**src/rtl/gb_host_seq_pkg.sv**
```systemverilog
// -----------------------------------------------------------------------------
// gb_host_pkg
// Shared definitions for the ghostbus host sequencer: FSM state encoding and
// the legal range of the bus read latency parameter.
// -----------------------------------------------------------------------------
package gb_host_pkg;

    // Sequencer states; IDLE must stay at zero so reset lands in IDLE.
    typedef enum logic [1:0] {
        IDLE    = 2'd0,
        RD_WAIT = 2'd1,
        RESP    = 2'd2
    } gb_state_e;

    // Supported read latency window (cycles from gb_re to valid gb_din).
    localparam int unsigned RD_LAT_MIN = 32'd1;
    localparam int unsigned RD_LAT_MAX = 32'd15;

    // True when a read latency value is within the supported window.
    function automatic bit rd_lat_legal(input int unsigned lat);
        return (lat >= RD_LAT_MIN) && (lat <= RD_LAT_MAX);
    endfunction

endpackage

```
**src/rtl/gb_host_seq_if.sv**
```systemverilog
// -----------------------------------------------------------------------------
// gb_host_seq_if
// Bundles the command stream, response stream and ghostbus host-side signals
// of the ghostbus host sequencer.
//   master : the sequencer itself (accepts commands, returns responses,
//            drives the ghostbus address/data/strobes, reads gb_din)
//   slave  : its environment (command front-end, response consumer and the
//            decoded ghostbus tree)
// -----------------------------------------------------------------------------
interface gb_host_seq_if #(
    parameter int unsigned AW = 24,
    parameter int unsigned DW = 32
) ();

    // command stream
    logic          cmd_valid;
    logic          cmd_ready;
    logic          cmd_write;
    logic [AW-1:0] cmd_addr;
    logic [DW-1:0] cmd_wdata;

    // response stream
    logic          rsp_valid;
    logic          rsp_ready;
    logic          rsp_write;
    logic [DW-1:0] rsp_rdata;

    // ghostbus host side
    logic [AW-1:0] gb_addr;
    logic [DW-1:0] gb_dout;
    logic          gb_we;
    logic          gb_re;
    logic [DW-1:0] gb_din;

    modport master (
        input  cmd_valid, cmd_write, cmd_addr, cmd_wdata,
        input  rsp_ready,
        input  gb_din,
        output cmd_ready,
        output rsp_valid, rsp_write, rsp_rdata,
        output gb_addr, gb_dout, gb_we, gb_re
    );

    modport slave (
        output cmd_valid, cmd_write, cmd_addr, cmd_wdata,
        output rsp_ready,
        output gb_din,
        input  cmd_ready,
        input  rsp_valid, rsp_write, rsp_rdata,
        input  gb_addr, gb_dout, gb_we, gb_re
    );

endinterface

```
**src/rtl/gb_host_seq.sv**
```systemverilog
// -----------------------------------------------------------------------------
// gb_host_seq
// Upstream host of the ghostbus tree. Accepts one single-word read or write
// command at a time, issues a one-cycle gb_we / gb_re strobe, captures read
// data exactly RD_LAT cycles after gb_re, and returns one response per
// command. Completed transactions are counted in txn_count (wrapping).
//
// Ports:
//   clk        system clock, rising edge
//   rst_n      asynchronous active-low reset
//   bus        gb_host_seq_if.master: cmd_* stream in, rsp_* stream out,
//              gb_addr/gb_dout/gb_we/gb_re out, gb_din in
//   txn_count  completed-transaction counter
// -----------------------------------------------------------------------------
module gb_host_seq
    import gb_host_pkg::*;
#(
    parameter int unsigned AW     = 24,
    parameter int unsigned DW     = 32,
    parameter int unsigned RD_LAT = 2,
    parameter int unsigned CW     = 16
) (
    input  logic                 clk,
    input  logic                 rst_n,
    gb_host_seq_if.master        bus,
    output logic [CW-1:0]        txn_count
);

    localparam int unsigned LW = $clog2(RD_LAT + 1);

    if (!rd_lat_legal(RD_LAT)) begin : g_rd_lat_illegal
        $error("gb_host_seq: RD_LAT must be within 1..15");
    end

    gb_state_e     state_q,     state_d;
    logic [AW-1:0] gb_addr_q,   gb_addr_d;
    logic [DW-1:0] gb_dout_q,   gb_dout_d;
    logic          gb_we_q,     gb_we_d;
    logic          gb_re_q,     gb_re_d;
    logic          rsp_valid_q, rsp_valid_d;
    logic          rsp_write_q, rsp_write_d;
    logic [DW-1:0] rsp_rdata_q, rsp_rdata_d;
    logic [CW-1:0] txn_count_q, txn_count_d;
    logic [LW-1:0] lat_q,       lat_d;

    // Next-state and datapath decode for the sequencer FSM.
    always_comb begin
        state_d     = state_q;
        gb_addr_d   = gb_addr_q;
        gb_dout_d   = gb_dout_q;
        gb_we_d     = 1'b0;          // strobes are single-cycle by construction
        gb_re_d     = 1'b0;
        rsp_valid_d = rsp_valid_q;
        rsp_write_d = rsp_write_q;
        rsp_rdata_d = rsp_rdata_q;
        txn_count_d = txn_count_q;
        lat_d       = lat_q;

        case (state_q)
            IDLE: begin
                if (bus.cmd_valid) begin
                    gb_addr_d = bus.cmd_addr;
                    if (bus.cmd_write) begin
                        // Writes complete immediately: the response is
                        // presented in the same cycle as the gb_we pulse.
                        gb_dout_d   = bus.cmd_wdata;
                        gb_we_d     = 1'b1;
                        rsp_valid_d = 1'b1;
                        rsp_write_d = 1'b1;
                        rsp_rdata_d = {DW{1'b0}};
                        state_d     = RESP;
                    end else begin
                        // lat_q equals RD_LAT in the gb_re cycle and reaches
                        // zero exactly in the cycle gb_din is valid.
                        gb_re_d = 1'b1;
                        lat_d   = LW'(RD_LAT);
                        state_d = RD_WAIT;
                    end
                end else begin
                    state_d = IDLE;
                end
            end

            RD_WAIT: begin
                if (lat_q == {LW{1'b0}}) begin
                    rsp_rdata_d = bus.gb_din;
                    rsp_valid_d = 1'b1;
                    rsp_write_d = 1'b0;
                    state_d     = RESP;
                end else begin
                    lat_d = lat_q - LW'(1'b1);
                end
            end

            RESP: begin
                if (rsp_valid_q && bus.rsp_ready) begin
                    rsp_valid_d = 1'b0;
                    txn_count_d = txn_count_q + CW'(1'b1);
                    state_d     = IDLE;
                end else begin
                    state_d = RESP;
                end
            end

            default: begin
                // Unreachable encoding: recover to IDLE with nothing pending.
                rsp_valid_d = 1'b0;
                state_d     = IDLE;
            end
        endcase
    end

    // State and output registers with asynchronous reset.
    always_ff @(posedge clk or negedge rst_n) begin
        if (!rst_n) begin
            state_q     <= IDLE;
            gb_addr_q   <= {AW{1'b0}};
            gb_dout_q   <= {DW{1'b0}};
            gb_we_q     <= 1'b0;
            gb_re_q     <= 1'b0;
            rsp_valid_q <= 1'b0;
            rsp_write_q <= 1'b0;
            rsp_rdata_q <= {DW{1'b0}};
            txn_count_q <= {CW{1'b0}};
            lat_q       <= {LW{1'b0}};
        end else begin
            state_q     <= state_d;
            gb_addr_q   <= gb_addr_d;
            gb_dout_q   <= gb_dout_d;
            gb_we_q     <= gb_we_d;
            gb_re_q     <= gb_re_d;
            rsp_valid_q <= rsp_valid_d;
            rsp_write_q <= rsp_write_d;
            rsp_rdata_q <= rsp_rdata_d;
            txn_count_q <= txn_count_d;
            lat_q       <= lat_d;
        end
    end

    // cmd_ready is a pure decode of the registered state, so no path exists
    // from rsp_ready to cmd_ready.
    assign bus.cmd_ready = (state_q == IDLE);
    assign bus.rsp_valid = rsp_valid_q;
    assign bus.rsp_write = rsp_write_q;
    assign bus.rsp_rdata = rsp_rdata_q;
    assign bus.gb_addr   = gb_addr_q;
    assign bus.gb_dout   = gb_dout_q;
    assign bus.gb_we     = gb_we_q;
    assign bus.gb_re     = gb_re_q;
    assign txn_count     = txn_count_q;

endmodule

```
**src/flat_wrapper.sv**
```systemverilog
// flat-port wrapper written by rule: the top's interface ports become plain ports
module gb_host_seq_flat import gb_host_pkg::*;
#(
    parameter int unsigned AW     = 24,
    parameter int unsigned DW     = 32,
    parameter int unsigned RD_LAT = 2,
    parameter int unsigned CW     = 16
)
  (clk, rst_n, txn_count, bus_cmd_valid, bus_cmd_write, bus_cmd_addr, bus_cmd_wdata, bus_rsp_ready, bus_gb_din, bus_cmd_ready, bus_rsp_valid, bus_rsp_write, bus_rsp_rdata, bus_gb_addr, bus_gb_dout, bus_gb_we, bus_gb_re);
  gb_host_seq_if #(.AW(AW), .DW(DW)) bus_i ();
  input  logic clk;
  input  logic rst_n;
  output logic [CW-1:0] txn_count;
  input wire logic [$bits(bus_i.cmd_valid)-1:0] bus_cmd_valid;
  input wire logic [$bits(bus_i.cmd_write)-1:0] bus_cmd_write;
  input wire logic [$bits(bus_i.cmd_addr)-1:0] bus_cmd_addr;
  input wire logic [$bits(bus_i.cmd_wdata)-1:0] bus_cmd_wdata;
  input wire logic [$bits(bus_i.rsp_ready)-1:0] bus_rsp_ready;
  input wire logic [$bits(bus_i.gb_din)-1:0] bus_gb_din;
  output wire logic [$bits(bus_i.cmd_ready)-1:0] bus_cmd_ready;
  output wire logic [$bits(bus_i.rsp_valid)-1:0] bus_rsp_valid;
  output wire logic [$bits(bus_i.rsp_write)-1:0] bus_rsp_write;
  output wire logic [$bits(bus_i.rsp_rdata)-1:0] bus_rsp_rdata;
  output wire logic [$bits(bus_i.gb_addr)-1:0] bus_gb_addr;
  output wire logic [$bits(bus_i.gb_dout)-1:0] bus_gb_dout;
  output wire logic [$bits(bus_i.gb_we)-1:0] bus_gb_we;
  output wire logic [$bits(bus_i.gb_re)-1:0] bus_gb_re;
  assign bus_i.cmd_valid = bus_cmd_valid;
  assign bus_i.cmd_write = bus_cmd_write;
  assign bus_i.cmd_addr = bus_cmd_addr;
  assign bus_i.cmd_wdata = bus_cmd_wdata;
  assign bus_i.rsp_ready = bus_rsp_ready;
  assign bus_i.gb_din = bus_gb_din;
  assign bus_cmd_ready = bus_i.cmd_ready;
  assign bus_rsp_valid = bus_i.rsp_valid;
  assign bus_rsp_write = bus_i.rsp_write;
  assign bus_rsp_rdata = bus_i.rsp_rdata;
  assign bus_gb_addr = bus_i.gb_addr;
  assign bus_gb_dout = bus_i.gb_dout;
  assign bus_gb_we = bus_i.gb_we;
  assign bus_gb_re = bus_i.gb_re;
  gb_host_seq #(.AW(AW), .DW(DW), .RD_LAT(RD_LAT), .CW(CW)) u_core (.clk(clk), .rst_n(rst_n), .bus(bus_i), .txn_count(txn_count));
endmodule
```
**config.mk**
```make
export PLATFORM = sky130hd
export DESIGN_NAME = gb_host_seq_flat
export DESIGN_NICKNAME = d
export VERILOG_FILES = /design/src/rtl/gb_host_seq_pkg.sv /design/src/rtl/gb_host_seq_if.sv /design/src/rtl/gb_host_seq.sv /design/src/flat_wrapper.sv
export SDC_FILE = /design/constraint.sdc
export NUM_CORES = 1
export LEC_CHECK = 0
export BUFFER_PORTS_ARGS = -buffer_cell sky130_fd_sc_hd__buf_4
export CAP_MARGIN = 20
export CORE_UTILIZATION = 50
export DETAILED_ROUTE_END_ITERATION = 8
export PLACE_DENSITY_LB_ADDON = 0.15
export SLEW_MARGIN = 10
export SYNTH_ARGS = -nofsm -noshare
export SYNTH_HDL_FRONTEND = slang
export SYNTH_SLANG_ARGS = --single-unit
export TNS_END_PERCENT = 100
```
**constraint.sdc**
```tcl
create_clock -name clk -period 4.4 [get_ports clk]
set_input_delay 0.44 -clock clk [delete_from_list [all_inputs] [get_ports clk]]
set_output_delay 0.44 -clock clk [all_outputs]
set_load 0.02 [all_outputs]
```
---- After elaboration in Yosys (flattened, before gate mapping) ----
Index checks and enable logic that the tools add are counted.
W data, S select, Z words.
word-level totals
  register bits ........................... 112
  input port bits ......................... 93
  output and inout bits ................... 109
  word-level logic and storage cells ...... 56
cells by class
  $add $sub $neg .......................... 2
  equal/unequal tests ..................... 8
  mux-type cells .......................... 26
  reductions and logical operators ........ 10
operators by type and width
  kind                     number
  $mux W32                 3
  $pmux W32 S2             1
  $add A16 B1 Y16 const B  1
  $mux W2                  7
  $reduce_and A4 Y1        3
  $mux W1                  11
  $ne A2 B2 Y1 const B     4
  $pmux W2 S3              1
  $logic_not A2 Y1         2
  $ne A2 B1 Y1 const B     2
  $pmux W2 S2              1
  $reduce_and A2 Y1        2
  $pmux W1 S3              1
  $reduce_and A3 Y1        1
  $eq A2 B1 Y1 const B     1
  $eq A2 B2 Y1 const B     1
  $pmux W1 S2              1
  $reduce_bool A2 Y1       1
  $sub A2 B1 Y2 const B    1
  $logic_and A1 B1 Y1      1

---- Depth between registers and ports, before layout ----
Gate-level depths: netlist (run 1).
  word-level depth ........................ 3
  mapped depth ............................ 8

---- Least setup slack after synthesis (run 1) ----
OpenSTA, ideal clock, no wires.
  kind .................................... reg2reg
  from .................................... register u_core.state_q[1]
  to ...................................... register u_core.gb_addr_q[0], in the netlist u_core.bus.gb_addr[0]
  setup time .............................. 125 ps
  arrival time ............................ 1572 ps
  setup slack ............................. 2703 ps
  stages on the path, launching flop included .. 6
  cells stage by stage .................... dfrtp_1 -> nor2_1 -> and2_1 -> buf_2 -> buf_6 -> mux2_2
between the ends
  word-level cells in the longest chain between the ends .. 2
ends and longest elaborated chain
  element                             line                text
  start: declaration                  gb_host_seq.sv:35   gb_state_e state_q, state_d;
  start signal: assignment            gb_host_seq.sv:127  state_q <= state_d;
  $logic_not A2 Y1                    -
  via bus_cmd_ready                   flat_wrapper.sv:20  output wire logic [$bits(bus_i.cmd_ready)-1:0] bus_cmd_ready;
  $reduce_and A2 Y1 (no source line)  -
  end signal: assignment              gb_host_seq.sv:117  gb_addr_q <= {AW{1'b0}};
  end signal: assignment              gb_host_seq.sv:128  gb_addr_q <= gb_addr_d;
  end: declaration                    gb_host_seq.sv:36   logic [AW-1:0] gb_addr_q, gb_addr_d;
The timed path passes the listed nets, and every way through them passes these cells.
A chain may end at the register's enable or synchronous reset.

---- Worst setup path after layout (run 1) ----
  from .................................... register u_core.state_q[0]
  to ...................................... register u_core.rsp_rdata_q[26], in the netlist u_core.bus.rsp_rdata[26]
between the ends
  word-level cells in the longest chain between the ends .. 3
ends and longest elaborated chain
  element                                                line                text
  $eq A2 B1 Y1 or $logic_not A2 Y1 (tied branches)       gb_host_seq.sv:59   case (state_q)
  $ne A2 B1 Y1 (no source line) (tied with other cells)  -
  $reduce_and A4 Y1 (no source line)                     -
  end signal: assignment                                 gb_host_seq.sv:123  rsp_rdata_q <= {DW{1'b0}};
  end signal: assignment                                 gb_host_seq.sv:134  rsp_rdata_q <= rsp_rdata_d;
  end: declaration                                       gb_host_seq.sv:42   logic [DW-1:0] rsp_rdata_q, rsp_rdata_d;
Several ways; a longest one is shown, not always the timed one.

==> metrics.csv, run 1 <==
stage,metric,value,unit
global_route,overflow,0,
yosys,seq_area_frac_synth,62.8,%
floorplanning,die_w,96.5,um
floorplanning,dieArea,0.00931,mm^2
timing,drv_slew,0,
yosys,avgSynthCellArea,12.6,um^2
global_route,grt_pass1_vias,3020,
clock_network,clk_latency,0.36,ns
timing,skew,0.0141,ns
critical_path,regToRegSetupSlack,2.04,ns
critical_path,critPathArrivalTime,2.59,ns
yosys,ys_seq_elements,112,
routing,routed_wirelength,9530,um
critical_path,worstSetupStartpointType,flip-flop,
routing,dr.pass1.iters,4,
critical_path,end_kind,flip-flop,
yosys,synth_cells,353,
run_status,status,"finished, final reports clean",
clock_network,cts_setup_buffers,0,
timing,setup_violations,0,
clock_network,htree_levels,3,
critical_path,reg2reg_depth,4,
yosys,synth_top_area_cell,dfrtp_1,
cells_and_area,drive_gt1_share,50.5,%
yosys,synth_cell_types,30,
timing,period_share,53.7,%
placed_design,dp_hpwl,6990,um
cells_and_area,area_growth,38.9,%
timing,fin_tns_setup,0,ns
clock_network,max-clock-path-buffers,2,
floorplanning,rows,34,
power_and_ir_drop,peakVddDrop,0.362,mV
clock_network,post_cts_resize_count,0,
critical_path,setup.worst_path.class,reg2reg,
worst_hold_path,hp-class,in2async,
power_and_ir_drop,finalPower,4.05,mW
timing,hold_viol,0,
job,drv_cap,0,
routing,wire_per_inst,14.4,um
clock_network,cts.clk_slew.worst_paths,0.11,ns
clock_network,clock-root-buffer,clkbuf_8,
yosys,synth_fp_nets,448,
floorplanning,ioPinCount,202,
routing,dr_total_vias,3238,
yosys,ys_top_cells_by_area,"dfrtp_1 63%, mux2_2 14%, nand2_1 6.0%, o21ai_0 3.7%, xor2_1 1.6%",
clock_network,cts.sinks,112,
floorplanning,initial_utilization,51.4,%
placed_design,port_buffers,201,
timing,tightest_slew,1.09,ns
timing,max_slew_margin,27.2,%
placed_design,gp_congestion,0.718,
power_and_ir_drop,power_density,653,mW/mm^2
timing,fmax,0.423,GHz
timing,min_period,2.36,ns
clock_network,postCtsHoldBufs,0,
timing,rsz0062_at_grt,false,
global_route,grt_usage,20.4,%
global_route,grt_max_degree,72,
routing,drt_iter0_drc,95,
yosys,yosysWarnings,0,
clock_network,cts_tree,built,
global_route,antenna_found_initial,0,
routing,ant_nets,0,
floorplanning,die_h,96.5,um
clock_network,cts_buffers,9,
cells_and_area,nets,645,
cells_and_area,mostFrequentLayoutCell,buf_4,
routing,viasPerCell,4.89,
cells_and_area,diodes,0,
global_route,grt_first_pass_wirelength,14300,um
routing,drc_errors,0,
yosys,syn_area,0.00446,mm^2
yosys,synth_top_area_share,62.8,%
critical_path,critPathMaxFanout,41,
floorplanning,coreArea,0.00868,mm^2
power_and_ir_drop,p_leak,3.08,nW
cells_and_area,final_cell_mix,"204 x buf_4, 112 x dfrtp_1, 71 x nand2_1",
critical_path,cp_data_required_time,4.63,ns
## cell usage after synthesis
cell / n
nor2b_1: 2
and3_1: 3
nand4_1: 4
mux2i_1: 1
a311o_1: 1
buf_4: 1
o21ai_0: 33
dfrtp_1: 112
nand4_4: 2
and4b_1: 1
nor2_1: 7
xor2_1: 8
nor3_2: 4
buf_1: 1
a21o_1: 2
mux2_1: 2
ha_1: 2
xnor2_1: 7
o22a_1: 1
and2_1: 3
clkbuf_1: 4
nand2_1: 71
a21oi_1: 1
buf_2: 7
mux2_2: 55
buf_6: 6
a211oi_1: 1
inv_1: 6
nand3_1: 3
nand3b_1: 2
## per-stage QoR
stage	hold WS, ns	instances	setup slack [ns]	utilization [%]	area (um^2)
2_1_floorplan	0.144	353	2.70	-	4460
3_3_place_gp	0.460	646	1.66	69.2	6000
3_5_place_dp	0.461	647	2.05	69.5	6030
4_1_cts	0.206	662	2.04	71.5	6200
5_1_grt	0.232	662	1.82	71.5	6200
6_report	0.180	662	2.04	71.5	6200
## registers in the layout, indices dropped and copies added (netlist names)
signal,flops
u_core.state_q,2
u_core.bus.rsp_write,1
u_core.bus.rsp_rdata,32
u_core.bus.gb_dout,32
u_core.bus.rsp_valid,1
u_core.bus.gb_re,1
u_core.bus.gb_addr,24
u_core.lat_q,2
u_core.bus.gb_we,1
u_core.txn_count,16
## final timing paths
check	startpoint	to
worst min register to register	u_core.txn_count[15]	u_core.txn_count[15]
worst max register to register	u_core.state_q[0]	u_core.bus.rsp_rdata[26]
worst min-delay path	rst_n	u_core.txn_count[14]
min in group clk	bus_cmd_write	u_core.bus.gb_re
max in group asynchronous	rst_n	u_core.bus.gb_re
worst max-delay path	u_core.state_q[0]	u_core.bus.rsp_rdata[26]
## cell families after synthesis
kind of cell	Yosys count	synth area share, %
flip-flops	112	62.8
XOR/XNOR	15	2.94
multiplexers	58	14.6
buffers and inverters	25	3.39
adder cells (fa/ha/maj)	2	0.560
AO/OA/AOI/OAI	39	4.74
AND/OR/NAND/NOR	102	11.0
## worst max-delay path, cell delays in order (launching register included)
cell	delay (ns)
dfrtp_1	0.72
nand3b_1	0.18
a21o_1	0.79
buf_4	0.39
o21ai_0	0.15
## power breakdown
| part | internal, mW | leakage, nW | switching (mW) | total [mW] |
|---|---|---|---|---|
| Clock | 0.220 | 0.0776 | 0.333 | 0.553 |
| Sequential | 1.41 | 1.40 | 0.251 | 1.67 |
| Combinational | 0.877 | 1.59 | 0.956 | 1.83 |
| Total | 2.51 | 3.08 | 1.54 | 4.05 |
## cell type report
type	count	area, um^2
Clock inverter	4	31.3
Tap cell	108	135
Multi-Input combinational cell	216	1510
Fill cell	616	2480
Timing Repair Buffer	205	1560
Inverter	6	22.5
Clock buffer	11	141
Sequential cell	112	2800
## metal layers
metal,vias up,track usage [%],part of all wire [%]
met5,-,0,0
met4,0,7.11,1.8
met3,13,6.89,9.5
met2,137,32.7,47
met1,1513,26.0,41
li1,1575,-,-
No activity file was read; power rests on OpenSTA's default activity.
==> inputs of run 2 (changes only) <==
--- a/config.mk
+++ b/config.mk
@@ -7,7 +7,7 @@
 export LEC_CHECK = 0
 export BUFFER_PORTS_ARGS = -buffer_cell sky130_fd_sc_hd__buf_4
 export CAP_MARGIN = 20
-export CORE_UTILIZATION = 50
+export CORE_UTILIZATION = 47
 export DETAILED_ROUTE_END_ITERATION = 8
 export PLACE_DENSITY_LB_ADDON = 0.15
 export SLEW_MARGIN = 10
==> constraint.sdc (replaced) <==
create_clock -name clk -period 2.38 [get_ports clk]
set_input_delay 0.238 -clock clk [delete_from_list [all_inputs] [get_ports clk]]
set_output_delay 0.238 -clock clk [all_outputs]
set_load 0.02 [all_outputs]
==> run 2 against run 1 <==
Net effect: fmax rose by 31%; cell count up 3.6%; setup slack lost 1.5 ns; sequential share of layout area shrank 0.28 points; die area rose by 6.3%; sequential power increased by 81%; combinational power grew 86%; wire length rose by 1.7%; register-to-register slack lost 1.5 ns; worst hold slack worse by 0.13 ns; critical endpoint is now u_core.bus.rsp_rdata[27].
==> metrics.csv, run 2 (synthesis results as in run 1) <==
stage,metric,value,unit
critical_path,regToRegStartpoint,u_core.state_q[0],
routing,viasPerCell,4.76,
power_and_ir_drop,clockPowerShare,13.1,%
placed_design,gp_congestion,0.724,
run_status,status,"finished, final reports clean",
cells_and_area,multi_input_area,0.00151,mm^2
routing,wire_per_inst,14.1,um
power_and_ir_drop,seqPwrFrac,40.8,%
critical_path,path_cells,buf_4 > nand3b_1 > a21o_1 > buf_4 > nand2_1 > o21ai_0,
critical_path,cp_data_required_time,2.65,ns
cells_and_area,post-route-cell-area,0.00624,mm^2
critical_path,cp_slowest_cell,buf_4,
power_and_ir_drop,power_density,1190,mW/mm^2
power_and_ir_drop,p_leak,3.09,nW
timing,fin_tns_setup,0,ns
timing,drv_slew,0,
job,drv_cap,0,
global_route,grt_max_degree,67,
routing,dr.pass1.iters,4,
clock_network,post_cts_resize_count,0,
timing,hold_viol,0,
global_route,grt_util_met3,6.61,%
timing,max_slew_margin,64.5,%
clock_network,cts_setup_buffers,0,
timing,skew,0.0135,ns
critical_path,critPathMaxFanout,66,
global_route,met2_usage,33.7,%
power_and_ir_drop,swShare,38.1,%
cells_and_area,fin_util,67.5,%
cells_and_area,n_fill_cell,716,
cells_and_area,final_cell_mix,"207 x buf_4, 112 x dfrtp_1, 71 x nand2_1",
timing,rsz0062_at_grt,false,
global_route,use_met1,25.0,%
floorplanning,dieArea,0.00989,mm^2
critical_path,crit_top_cell,buf_4,
critical_path,critPathArrivalTime,2.07,ns
routing,dr_total_vias,3268,
critical_path,worstSetupStartpointType,flip-flop,
timing,min_period,1.80,ns
cells_and_area,drive_gt1_share,50.6,%
timing,setup_violations,0,
power_and_ir_drop,p_sw,2.82,mW
critical_path,setup.worst_path.class,reg2reg,
floorplanning,die_w,99.5,um
clock_network,cts_buffers,9,
cells_and_area,area_growth,39.8,%
cells_and_area,diodes,0,
timing,fmax,0.555,GHz
routing,ant_nets,0,
placed_design,post_dp_cell_area,0.00607,mm^2
cells_and_area,final-seq-area,0.00280,mm^2
critical_path,end_kind,flip-flop,
clock_network,max-clock-path-buffers,2,
critical_path,crit_start,u_core.state_q[0],
placed_design,port_buffers,201,
global_route,grt_first_pass_wirelength,15700,um
worst_hold_path,hold_start,bus_cmd_write,
routing,drc_errors,0,
floorplanning,initial_utilization,48.3,%
floorplanning,rows,35,
clock_network,cts.sinks,112,
critical_path,regToRegSetupSlack,0.58,ns
clock_network,cts_tree,built,
power_and_ir_drop,power.internal,4.59,mW
timing,period_share,75.8,%
floorplanning,die_h,99.5,um
floorplanning,ioPinCount,202,
routing,routed_wirelength,9690,um
global_route,grt_pass1_vias,3175,
clock_network,clk_latency,0.36,ns
critical_path,slowest_delay,0.44,ns
power_and_ir_drop,comb_power_share,46.0,%
timing,tightest_slew,0.533,ns
placed_design,dp_hpwl,7090,um
critical_path,r2r-end,u_core.bus.rsp_rdata[27],
worst_hold_path,hp-class,in2reg,
global_route,grt_usage,20.4,%
critical_path,worstSetupEndpoint,u_core.bus.rsp_rdata[27],
floorplanning,coreArea,0.00924,mm^2
routing,drt_iter0_drc,84,
clock_network,clock-root-buffer,clkbuf_8,
clock_network,cts.clk_slew.worst_paths,0.10,ns
global_route,top_usage_layer,met2,
power_and_ir_drop,peakVddDrop,0.618,mV
global_route,overflow,0,
clock_network,htree_levels,3,
cells_and_area,mostFrequentLayoutCell,buf_4,
global_route,antenna_found_initial,0,
cells_and_area,nets,649,
critical_path,reg2reg_depth,6,
clock_network,postCtsHoldBufs,1,
## run 2: stage by stage
step | hold WS, ns | std cells | setup slack, ns | power, mW
2_1_floorplan | -0.0576 | 353 | 0.683 | 5.01
3_3_place_gp | 0.239 | 671 | 0.662 | 6.41
3_5_place_dp | 0.243 | 671 | 0.571 | 6.53
4_1_cts | 0.0299 | 686 | 0.576 | 7.50
5_1_grt | 0.0186 | 686 | 0.376 | 7.89
6_report | 0.0549 | 686 | 0.577 | 7.42
## run 2: worst max-delay path, delay by kind of cell (launching register included)
family	cells	cell delay, ns
buffers and inverters	2	0.80
DFF	1	0.37
and+or+nand+nor	2	0.31
AOI/OAI and AO/OA	2	0.23
## run 2: area by class of cell
cell class                 count  area share (%)
tap                          129            2.59
timing repair buffer         209            25.4
clock inverter                 4           0.521
inverter                       6           0.361
multi-input combinational    216            24.2
sequential                   112            44.9
clock buffer                  10            2.04
## run 2: metal layers
metal / up-vias / part of all wire, %
met5: - / 0
met4: 0 / 2.8
met3: 20 / 7.5
met2: 129 / 50
met1: 1546 / 40
li1: 1573 / -
## run 2: worst min-delay path by stage
stage                                        to  slack (ns)  cells past startpoint
after CTS                      u_core.bus.gb_re        0.03                      2
after detailed placement  u_core.bus.gb_dout[4]        0.24                      1
final                          u_core.bus.gb_re        0.05                      2
after global routing           u_core.bus.gb_re        0.02                      2
after global placement    u_core.bus.gb_dout[8]        0.24                      1
after floorplan           u_core.bus.gb_addr[0]       -0.06                      0
## run 2: power groups by stage
| stage | Combinational (mW) | Clock (mW) | Sequential, mW |
|---|---|---|---|
| 2_1_floorplan | 1.13 | 0 | 3.88 |
| 3_3_place_gp | 3.38 | 0 | 3.03 |
| 3_5_place_dp | 3.46 | 0 | 3.07 |
| 4_1_cts | 3.46 | 1.02 | 3.03 |
| 5_1_grt | 3.67 | 1.10 | 3.13 |
| 6_report | 3.41 | 0.974 | 3.03 |
==> inputs of run 3 (changes only) <==
==> constraint.sdc (replaced) <==
create_clock -name clk -period 1.7 [get_ports clk]
set_input_delay 0.17 -clock clk [delete_from_list [all_inputs] [get_ports clk]]
set_output_delay 0.17 -clock clk [all_outputs]
set_load 0.02 [all_outputs]
==> run 3 against run 2 <==
Net effect: critical path depth decreased by 2; register-to-register slack lost 0.41 ns; clock-buffer cell count up 1; setup slack got worse by 0.41 ns; die area stayed put; global-route usage barely moved.
==> metrics.csv, run 3 (synthesis results as in run 1) <==
stage,metric,value,unit
routing,viasPerCell,4.76,
critical_path,crit_start,u_core.state_q[0],
routing,dr_total_vias,3283,
job,drv_cap,0,
cells_and_area,nets,653,
placed_design,place_ws,0.174,ns
placed_design,post_dp_cell_area,0.00614,mm^2
clock_network,cts.sinks,112,
global_route,grt_max_degree,67,
placed_design,dp_hpwl,7220,um
power_and_ir_drop,peakVddDrop,0.991,mV
clock_network,cts_buffers,9,
clock_network,cts_setup_buffers,0,
placed_design,port_buffers,201,
timing,fmax,0.652,GHz
timing,tightest_slew,0.424,ns
critical_path,cp_data_required_time,1.95,ns
power_and_ir_drop,finalPower,11.0,mW
global_route,overflow,0,
critical_path,worstSetupStartpointType,flip-flop,
floorplanning,ioPinCount,202,
power_and_ir_drop,power_density,1720,mW/mm^2
clock_network,clk_latency,0.36,ns
timing,skew,0.0109,ns
cells_and_area,mostFrequentLayoutCell,buf_4,
routing,ant_nets,0,
floorplanning,die_h,99.5,um
floorplanning,coreArea,0.00924,mm^2
cells_and_area,area_growth,43.5,%
cells_and_area,n_fill_cell,721,
critical_path,critPathArrivalTime,1.78,ns
global_route,grt_pass1_vias,3233,
global_route,grt_first_pass_wirelength,15400,um
floorplanning,die_w,99.5,um
floorplanning,rows,35,
cells_and_area,drive_gt1_share,51.0,%
clock_network,cts_tree,built,
routing,routed_wirelength,9670,um
timing,period_share,90.2,%
timing,hold_viol,0,
clock_network,post_cts_resize_count,0,
clock_network,clock-root-buffer,clkbuf_8,
routing,wire_per_inst,14.0,um
floorplanning,dieArea,0.00989,mm^2
timing,rsz0062_at_grt,false,
worst_hold_path,hold_start,bus_cmd_addr[13],
clock_network,cts.clk_slew.worst_paths,0.09,ns
global_route,grt_usage,20.4,%
timing,drv_slew,0,
cells_and_area,final_cell_mix,"206 x buf_4, 112 x dfrtp_1, 71 x nand2_1",
cells_and_area,diodes,0,
critical_path,regToRegStartpoint,u_core.state_q[0],
timing,fin_ws,0.166,ns
critical_path,setup.worst_path.class,reg2reg,
placed_design,gp_congestion,0.717,
routing,dr.pass1.iters,4,
power_and_ir_drop,p_leak,3.17,nW
timing,setup_violations,0,
timing,min_period,1.53,ns
global_route,antenna_found_initial,0,
clock_network,max-clock-path-buffers,2,
run_status,status,"finished, final reports clean",
critical_path,end_kind,flip-flop,
floorplanning,initial_utilization,48.3,%
critical_path,critPathMaxFanout,34,
routing,drc_errors,0,
worst_hold_path,hp-class,in2reg,
timing,max_slew_margin,71.8,%
routing,drt_iter0_drc,46,
timing,fin_tns_setup,0,ns
cells_and_area,fin_util,69.3,%
cells_and_area,post-route-cell-area,0.00640,mm^2
clock_network,htree_levels,3,
==> run 3: per-layer routing <==
layer	routed length, um	track usage [%]	up-vias
met5	0	0	-
met4	187	8.48	0
met3	662	5.41	13
met2	5000	35.1	113
met1	3820	24.2	1569
li1	-	-	1588
==> run 3: layout make-up <==
| type | count | area [um^2] | area share, % |
|---|---|---|---|
| multi-input cells | 216 | 1510 | 23.6 |
| repair buffers | 213 | 1670 | 26.0 |
| inverters | 6 | 22.5 | 0.352 |
| clock inverters | 3 | 90.1 | 1.41 |
| well taps | 129 | 161 | 2.52 |
| clock buffers | 11 | 151 | 2.36 |
| flip-flops and latches | 112 | 2800 | 43.8 |
==> run 3: final timing paths <==
kind,end,cells after the start,slack (ns)
min in group asynchronous,u_core.bus.gb_dout[4],2,0.27
worst min register to register,u_core.txn_count[15],1,0.47
worst min-delay path,u_core.bus.gb_addr[13],2,0.02
worst max-delay path,u_core.bus.gb_dout[3],4,0.17
worst max register to register,u_core.bus.gb_dout[3],4,0.17
max in group asynchronous,u_core.lat_q[1],3,0.87
==> run 3: power breakdown <==
part           internal, mW  leakage [nW]  switching, mW  total [mW]
clock network          1.04         0.121          0.829        1.87
logic                  2.33          1.65           2.57        4.90
registers              3.66          1.40          0.566        4.23
total                  7.03          3.17           3.96        11.0
==> run 3: worst max-delay path: stages (launching register included) <==
cell and delay (ns):
dfrtp_1 0.41, nor2_1 0.17, and3_1 0.25, buf_12 0.23, mux2_2 0.36
==> run 3: through the flow <==
| step | hold slack, ns | std cells |
|---|---|---|
| after floorplan | -0.126 | 353 |
| after global placement | 0.131 | 674 |
| after detailed placement | 0.132 | 674 |
| after CTS | 0.00527 | 690 |
| after global routing | 0.0101 | 690 |
| final | 0.0220 | 690 |
==> run 3: what timing repair did <==
item,in CTS,in global routing
endpoints found under the setup margin,0,0
hold buffers,2,0
hold endpoints to repair,27,0
